--- config.mk ---
export PLATFORM = sky130hd
export DESIGN_NAME = riscv_mc_control_flat
export DESIGN_NICKNAME = d
export VERILOG_FILES = /design/src/rtl/riscv_mc_pkg.sv /design/src/rtl/riscv_mc_if.sv /design/src/rtl/riscv_alu_decoder.sv /design/src/rtl/riscv_mc_control.sv /design/src/flat_wrapper.sv
export SDC_FILE = /design/constraint.sdc
export NUM_CORES = 1
export LEC_CHECK = 0
export BUFFER_PORTS_ARGS = -buffer_cell sky130_fd_sc_hd__buf_2
export CAP_MARGIN = 20
export CORE_UTILIZATION = 40
export CTS_CLUSTER_DIAMETER = 30
export DETAILED_ROUTE_END_ITERATION = 10
export GPL_ROUTABILITY_DRIVEN = 0
export MAX_ROUTING_LAYER = met4
export PLACE_DENSITY = 0.72
export SYNTH_ARGS = -nofsm -noshare
export SYNTH_HDL_FRONTEND = slang
export SYNTH_SLANG_ARGS = --single-unit
--- constraint.sdc ---
create_clock -name clk -period 3 [get_ports clk]
set_input_delay 0.6 -clock clk [delete_from_list [all_inputs] [get_ports clk]]
set_output_delay 0.6 -clock clk [all_outputs]
set_load 0.01 [all_outputs]
--- src/rtl/riscv_mc_pkg.sv ---
// Shared types and constants for the multicycle RISC-V control unit.
// The TRAP state exists only when RISCV_MC_ILLEGAL_TRAP_EN is defined.
package riscv_mc_pkg;

  typedef enum logic [3:0] {
    S_INIT,
    S_FETCH,
    S_DECODE,
    S_MEMADR,
    S_MEMRD,
    S_MEMWB,
    S_MEMWR,
    S_EXEC_R,
    S_EXEC_I,
    S_ALUWB,
    S_BRANCH,
    S_JAL
`ifdef RISCV_MC_ILLEGAL_TRAP_EN
    , S_TRAP
`endif
  } state_t;

  localparam logic [3:0] ALU_AND = 4'd0;
  localparam logic [3:0] ALU_OR  = 4'd1;
  localparam logic [3:0] ALU_ADD = 4'd2;
  localparam logic [3:0] ALU_SUB = 4'd6;
  localparam logic [3:0] ALU_SLT = 4'd7;
  localparam logic [3:0] ALU_NOR = 4'd12;

  localparam logic [6:0] OP_LOAD   = 7'b0000011;
  localparam logic [6:0] OP_STORE  = 7'b0100011;
  localparam logic [6:0] OP_RTYPE  = 7'b0110011;
  localparam logic [6:0] OP_ITYPE  = 7'b0010011;
  localparam logic [6:0] OP_BRANCH = 7'b1100011;
  localparam logic [6:0] OP_JAL    = 7'b1101111;

  localparam logic [1:0] MTR_ALUOUT = 2'b00;
  localparam logic [1:0] MTR_MDR    = 2'b01;
  localparam logic [1:0] MTR_PC     = 2'b10;

  localparam logic [1:0] SRCA_PC    = 2'b00;
  localparam logic [1:0] SRCA_A     = 2'b01;
  localparam logic [1:0] SRCA_OLDPC = 2'b10;

  localparam logic [1:0] SRCB_B     = 2'b00;
  localparam logic [1:0] SRCB_FOUR  = 2'b01;
  localparam logic [1:0] SRCB_IMM   = 2'b10;

  localparam logic [1:0] PCSRC_ALU    = 2'b00;
  localparam logic [1:0] PCSRC_ALUOUT = 2'b01;

  // Complete set of datapath controls decoded from the current state.
  typedef struct packed {
    logic       pc_write;
    logic       iord;
    logic       mem_read;
    logic       mem_write;
    logic       ir_write;
    logic       reg_write;
    logic [1:0] mem_to_reg;
    logic [1:0] alu_src_a;
    logic [1:0] alu_src_b;
    logic [1:0] pc_source;
    logic [3:0] alu_ctl;
    logic       illegal;
  } ctl_t;

  // Where an unsupported instruction goes: parked in TRAP, or dropped as a NOP.
  function automatic state_t illegal_next();
`ifdef RISCV_MC_ILLEGAL_TRAP_EN
    return S_TRAP;
`else
    return S_FETCH;
`endif
  endfunction

endpackage

--- src/rtl/riscv_mc_if.sv ---
// Control-unit bus: instruction fields and status in, datapath controls out.
// master = control unit, slave = datapath / instruction register side.
interface riscv_mc_if;
  logic [6:0] opcode;
  logic [2:0] funct3;
  logic       funct7b5;
  logic       zero;
  logic       mem_ready;
  logic       pc_write;
  logic       iord;
  logic       mem_read;
  logic       mem_write;
  logic       ir_write;
  logic       reg_write;
  logic [1:0] mem_to_reg;
  logic [1:0] alu_src_a;
  logic [1:0] alu_src_b;
  logic [1:0] pc_source;
  logic [3:0] alu_ctl;
  logic       illegal;

  modport master (
    input  opcode, funct3, funct7b5, zero, mem_ready,
    output pc_write, iord, mem_read, mem_write, ir_write, reg_write,
           mem_to_reg, alu_src_a, alu_src_b, pc_source, alu_ctl, illegal
  );

  modport slave (
    output opcode, funct3, funct7b5, zero, mem_ready,
    input  pc_write, iord, mem_read, mem_write, ir_write, reg_write,
           mem_to_reg, alu_src_a, alu_src_b, pc_source, alu_ctl, illegal
  );
endinterface

--- src/rtl/riscv_alu_decoder.sv ---
// Maps funct3/funct7b5 to the ALU operation for R-type and I-type arithmetic.
// Unsupported funct3 codes raise 'unsupported' and fall back to ADD.
module riscv_alu_decoder
  import riscv_mc_pkg::*;
(
  input  logic [2:0] funct3,
  input  logic       funct7b5,
  input  logic       is_rtype,
  output logic [3:0] alu_ctl,
  output logic       unsupported
);

  // NOTE: every combinational output gets a default first so no path infers a latch.
  always_comb begin
    alu_ctl     = ALU_ADD;
    unsupported = 1'b0;
    case (funct3)
      3'b000:  alu_ctl = (is_rtype && funct7b5) ? ALU_SUB : ALU_ADD;
      3'b111:  alu_ctl = ALU_AND;
      3'b110:  alu_ctl = ALU_OR;
      3'b010:  alu_ctl = ALU_SLT;
      default: unsupported = 1'b1;
    endcase
  end

endmodule

--- src/rtl/riscv_mc_control.sv ---
// Multicycle RISC-V control FSM: Moore decode of state plus mem_ready/zero.
// Define RISCV_MC_ILLEGAL_TRAP_EN to park unsupported instructions in TRAP.
module riscv_mc_control
  import riscv_mc_pkg::*;
(
  input  logic        clk,
  input  logic        rst_n,
  riscv_mc_if.master  bus
);

  state_t     state, state_next;
  ctl_t       ctl;
  logic [3:0] dec_alu_ctl;
  logic       dec_unsupported;

  riscv_alu_decoder u_alu_decoder (
    .funct3      (bus.funct3),
    .funct7b5    (bus.funct7b5),
    .is_rtype    (bus.opcode == OP_RTYPE),
    .alu_ctl     (dec_alu_ctl),
    .unsupported (dec_unsupported)
  );

  // NOTE: sequential state uses non-blocking assignment; the comb block below uses blocking.
  always_ff @(posedge clk or negedge rst_n) begin
    if (!rst_n) state <= S_INIT;
    else        state <= state_next;
  end

  always_comb begin
    ctl         = '0;
    ctl.alu_ctl = ALU_ADD;
    state_next  = state;
    case (state)
      S_INIT: begin
        ctl.alu_ctl = '0;
        state_next  = S_FETCH;
      end
      S_FETCH: begin
        ctl.mem_read  = 1'b1;
        ctl.alu_src_a = SRCA_PC;
        ctl.alu_src_b = SRCB_FOUR;
        ctl.pc_source = PCSRC_ALU;
        ctl.ir_write  = bus.mem_ready;
        ctl.pc_write  = bus.mem_ready;
        if (bus.mem_ready) state_next = S_DECODE;
      end
      S_DECODE: begin
        // ALUOut captures OldPC+imm here as the branch/jump target.
        ctl.alu_src_a = SRCA_OLDPC;
        ctl.alu_src_b = SRCB_IMM;
        case (bus.opcode)
          OP_LOAD, OP_STORE: state_next = S_MEMADR;
          OP_RTYPE:          state_next = S_EXEC_R;
          OP_ITYPE:          state_next = S_EXEC_I;
          OP_BRANCH:         state_next = S_BRANCH;
          OP_JAL:            state_next = S_JAL;
          default:           state_next = illegal_next();
        endcase
      end
      S_MEMADR: begin
        ctl.alu_src_a = SRCA_A;
        ctl.alu_src_b = SRCB_IMM;
        state_next    = (bus.opcode == OP_STORE) ? S_MEMWR : S_MEMRD;
      end
      S_MEMRD: begin
        ctl.mem_read = 1'b1;
        ctl.iord     = 1'b1;
        if (bus.mem_ready) state_next = S_MEMWB;
      end
      S_MEMWB: begin
        ctl.reg_write  = 1'b1;
        ctl.mem_to_reg = MTR_MDR;
        state_next     = S_FETCH;
      end
      S_MEMWR: begin
        ctl.mem_write = 1'b1;
        ctl.iord      = 1'b1;
        if (bus.mem_ready) state_next = S_FETCH;
      end
      S_EXEC_R: begin
        ctl.alu_src_a = SRCA_A;
        ctl.alu_src_b = SRCB_B;
        ctl.alu_ctl   = dec_alu_ctl;
        state_next    = dec_unsupported ? illegal_next() : S_ALUWB;
      end
      S_EXEC_I: begin
        ctl.alu_src_b = SRCB_IMM;
        ctl.alu_ctl   = dec_alu_ctl;
        state_next    = dec_unsupported ? illegal_next() : S_ALUWB;
      end
      S_ALUWB: begin
        ctl.reg_write  = 1'b1;
        ctl.mem_to_reg = MTR_ALUOUT;
        state_next     = S_FETCH;
      end
      S_BRANCH: begin
        ctl.alu_src_a = SRCA_A;
        ctl.alu_src_b = SRCB_B;
        ctl.alu_ctl   = ALU_SUB;
        ctl.pc_source = PCSRC_ALUOUT;
        state_next    = S_FETCH;
        case (bus.funct3)
          3'b000:  ctl.pc_write = bus.zero;
          3'b001:  ctl.pc_write = ~bus.zero;
          default: state_next   = illegal_next();
        endcase
      end
      S_JAL: begin
        ctl.pc_write   = 1'b1;
        ctl.pc_source  = PCSRC_ALUOUT;
        ctl.reg_write  = 1'b1;
        ctl.mem_to_reg = MTR_PC;
        state_next     = S_FETCH;
      end
`ifdef RISCV_MC_ILLEGAL_TRAP_EN
      S_TRAP: begin
        ctl.alu_ctl = '0;
        ctl.illegal = 1'b1;
        state_next  = S_TRAP;
      end
`endif
      default: begin
        ctl.alu_ctl = '0;
        state_next  = S_INIT;
      end
    endcase
  end

  assign bus.pc_write   = ctl.pc_write;
  assign bus.iord       = ctl.iord;
  assign bus.mem_read   = ctl.mem_read;
  assign bus.mem_write  = ctl.mem_write;
  assign bus.ir_write   = ctl.ir_write;
  assign bus.reg_write  = ctl.reg_write;
  assign bus.mem_to_reg = ctl.mem_to_reg;
  assign bus.alu_src_a  = ctl.alu_src_a;
  assign bus.alu_src_b  = ctl.alu_src_b;
  assign bus.pc_source  = ctl.pc_source;
  assign bus.alu_ctl    = ctl.alu_ctl;
  assign bus.illegal    = ctl.illegal;

endmodule

--- src/flat_wrapper.sv ---
// flat-port wrapper written by rule: the top's interface ports become plain ports
module riscv_mc_control_flat import riscv_mc_pkg::*;
  (clk, rst_n, bus_opcode, bus_funct3, bus_funct7b5, bus_zero, bus_mem_ready, bus_pc_write, bus_iord, bus_mem_read, bus_mem_write, bus_ir_write, bus_reg_write, bus_mem_to_reg, bus_alu_src_a, bus_alu_src_b, bus_pc_source, bus_alu_ctl, bus_illegal);
  riscv_mc_if bus_i ();
  input  logic clk;
  input  logic rst_n;
  input wire logic [$bits(bus_i.opcode)-1:0] bus_opcode;
  input wire logic [$bits(bus_i.funct3)-1:0] bus_funct3;
  input wire logic [$bits(bus_i.funct7b5)-1:0] bus_funct7b5;
  input wire logic [$bits(bus_i.zero)-1:0] bus_zero;
  input wire logic [$bits(bus_i.mem_ready)-1:0] bus_mem_ready;
  output wire logic [$bits(bus_i.pc_write)-1:0] bus_pc_write;
  output wire logic [$bits(bus_i.iord)-1:0] bus_iord;
  output wire logic [$bits(bus_i.mem_read)-1:0] bus_mem_read;
  output wire logic [$bits(bus_i.mem_write)-1:0] bus_mem_write;
  output wire logic [$bits(bus_i.ir_write)-1:0] bus_ir_write;
  output wire logic [$bits(bus_i.reg_write)-1:0] bus_reg_write;
  output wire logic [$bits(bus_i.mem_to_reg)-1:0] bus_mem_to_reg;
  output wire logic [$bits(bus_i.alu_src_a)-1:0] bus_alu_src_a;
  output wire logic [$bits(bus_i.alu_src_b)-1:0] bus_alu_src_b;
  output wire logic [$bits(bus_i.pc_source)-1:0] bus_pc_source;
  output wire logic [$bits(bus_i.alu_ctl)-1:0] bus_alu_ctl;
  output wire logic [$bits(bus_i.illegal)-1:0] bus_illegal;
  assign bus_i.opcode = bus_opcode;
  assign bus_i.funct3 = bus_funct3;
  assign bus_i.funct7b5 = bus_funct7b5;
  assign bus_i.zero = bus_zero;
  assign bus_i.mem_ready = bus_mem_ready;
  assign bus_pc_write = bus_i.pc_write;
  assign bus_iord = bus_i.iord;
  assign bus_mem_read = bus_i.mem_read;
  assign bus_mem_write = bus_i.mem_write;
  assign bus_ir_write = bus_i.ir_write;
  assign bus_reg_write = bus_i.reg_write;
  assign bus_mem_to_reg = bus_i.mem_to_reg;
  assign bus_alu_src_a = bus_i.alu_src_a;
  assign bus_alu_src_b = bus_i.alu_src_b;
  assign bus_pc_source = bus_i.pc_source;
  assign bus_alu_ctl = bus_i.alu_ctl;
  assign bus_illegal = bus_i.illegal;
  riscv_mc_control u_core (.clk(clk), .rst_n(rst_n), .bus(bus_i));
endmodule
==> metrics.txt <==
number of library cell types mapped by synthesis 41; largest registers u_core.state: 4 flops; CTS root buf clkbuf_4; net switching power figure 251 uW; # hold bufs at CTS 0; die width 42.1 um; critical path class reg -> out; Pre-antenna DRT Iters 4; post-route cell area 773 um2; first-pass GRT wire length 2350 um; RSZ-0062 raised after global routing false; Yosys top cell by area dfrtp_1; Arrival @ worst endpoint 1.84 ns; ant diodes 0; Pwr Density 674 nW/um2; Critical Path Start Type flop; die area 1780 um2; die height 42.1 um; Area Growth Syn to Fin 20.0%; Clk pwr share 12.3%; initial antenna violation count 0; Rows 14; most frequent cell after synthesis nor2_1; gr usage total 17.2%; post-layout util 51.3%; Worst slew margin 63.5%; Clock Pin Slew Worst Setup and Hold Paths 0.04 ns; largest net degree at the start of global routing 19; Final Setup Violations 0; Synth area leaders dfrtp_1 (16%), buf_4 (5.8%), nor2_1 (5.2%); DRC Markers 0; max-cap violation count 0; pre-CTS setup slack 0.797 ns; Flop pwr share 28.2%; Synth Register Bits 4; Worst VDD drop 0.000356 V; Core Region 1510 um2; critical-path maximum fanout 18; syn avg cell area 7.76 um2; Worst Reg-to-Reg Cells 4; Least-Margin Pin Slew 0.547 ns; Max clock buf depth 2; leakage power 0.376 nW; Inserted Clock Buffers 3; # port buffers 30; initial DRC count 29; minimum clock period 2.44 ns; Logic pwr share 59.5%; dpl hpwl 1100 um; Setup crit end kind output port; setup bufs post-CTS 0; vias in the first global route 569; mapped cell area 644 um2; H-tree depth 1; Filler cells 158; share of Yosys cell area claimed by the top area cell type 15.5%; Seq/Total Area, Yosys 15.5%; Synth top cells by count nor2_1 (9), buf_4 (5); Required @ worst endpoint 2.40 ns; CTS Sinks 4; setup TNS 0 ns; Ports 34; Final Max Slew Viols 0; via count 693; ys async rst share 100%; max reg flops 4; placed cell area 751 um2; clk_lat worst skew 0.23 ns; Syn Inst Count 83; Net Sw Frac 48.1%; post-route clock period utilization 81.3%; status complete, no violations; post-route setup slack 0.560 ns; Most flops, register u_core.state; final wirelength 1430 um; Post-Route Skew 0.00199 ns; Fmax 410 MHz; P_int 270 uW; CTS tree done; share of cells above drive strength 1 36.4%; antenna viol nets, final 0; Post-synth EDFFs 0; DR WL/cell 11.3 um; via/cell ratio 5.50; Final Hold Viols 0; multi-input combinational cell area 465 um2; post_cts resized 0; Initial Utilization 42.8%; Sequential Area 100 um2; nets 127; grt total ovfl 0; Ys Warns 0; HP Class in -> async; ys flop type dfrtp_1
[cells by family after synthesis]
kind of cell / after synthesis / synth area share [%]
buffers and inverters: 12 / 13.4
multiplexers: 2 / 3.11
other: 1 / 0.582
AND/OR/NAND/NOR: 38 / 35.5
flip-flops: 4 / 15.5
AO/OA/AOI/OAI: 22 / 26.2
adder cells (fa/ha/maj): 1 / 1.55
XOR/XNOR: 3 / 4.08
[critical path: stages (launching register included)]
cell	delay, ns
dfrtp_1	0.68
nand2_2	0.16
a2bb2oi_2	0.20
or3_1	0.32
o22ai_2	0.11
buf_2	0.15
[metrics by stage]
stage          std cells  hold slack, ns  total power [mW]
3_3_place_gp         123           0.406             0.449
4_1_cts              126           0.162             0.524
2_1_floorplan         85           0.304             0.393
3_5_place_dp         123           0.406             0.458
5_1_grt              126           0.162             0.569
6_report             126           0.164             0.521
[layer usage]
layer / share of wire, % / vias up / global-route usage, % / wire length [um]
met3: 7.1 / 0 / 4.31 / 101
met2: 48 / 31 / 26.9 / 678
li1: - / 351 / - / -
met4: 0 / 0 / 5.63 / 0
met1: 45 / 311 / 21.8 / 647
met5: 0 / - / - / 0
[cell type report]
type                    instances  area share, %
repair buffers                 30           19.4
clock buffers                   3           2.91
well taps                      16           2.59
multi-input cells              69           60.2
inverters                       4           1.94
flip-flops and latches          4           12.9
[worst paths after layout]
path / start / endpoint / slack (ns)
worst min-delay path: rst_n / u_core.state[3] / 0.16
worst max register to register: u_core.state[0] / u_core.state[1] / 1.43
worst min register to register: u_core.state[1] / u_core.state[2] / 0.81
worst max-delay path: u_core.state[0] / bus_alu_ctl[2] / 0.56
min in group clk: bus_mem_ready / u_core.state[2] / 0.72
max in group asynchronous: rst_n / u_core.state[1] / 2.72
[cells in the final DEF (no fill, tap or decap), types with 3 or more instances in the layout]
| master | Yosys | routed |
|---|---|---|
| nand2b_1 | 4 | 4 |
| dfrtp_1 | 4 | 4 |
| nor2b_1 | 4 | 4 |
| nand2_1 | 4 | 4 |
| a21oi_1 | 4 | 4 |
| nor3_1 | 3 | 3 |
| conb_1 | 1 | 3 |
| buf_2 | 0 | 30 |
| nor2_1 | 9 | 9 |
| inv_1 | 4 | 4 |
| clkbuf_4 | 0 | 3 |
[power by group through the flow]
stage	sequential [mW]	combinational, mW	clock [mW]
6_report	0.147	0.310	0.0640
5_1_grt	0.154	0.343	0.0723
4_1_cts	0.145	0.312	0.0666
3_5_place_dp	0.147	0.312	0
3_3_place_gp	0.142	0.307	0
2_1_floorplan	0.0872	0.306	0
Power figures use the tool's default switching activity.
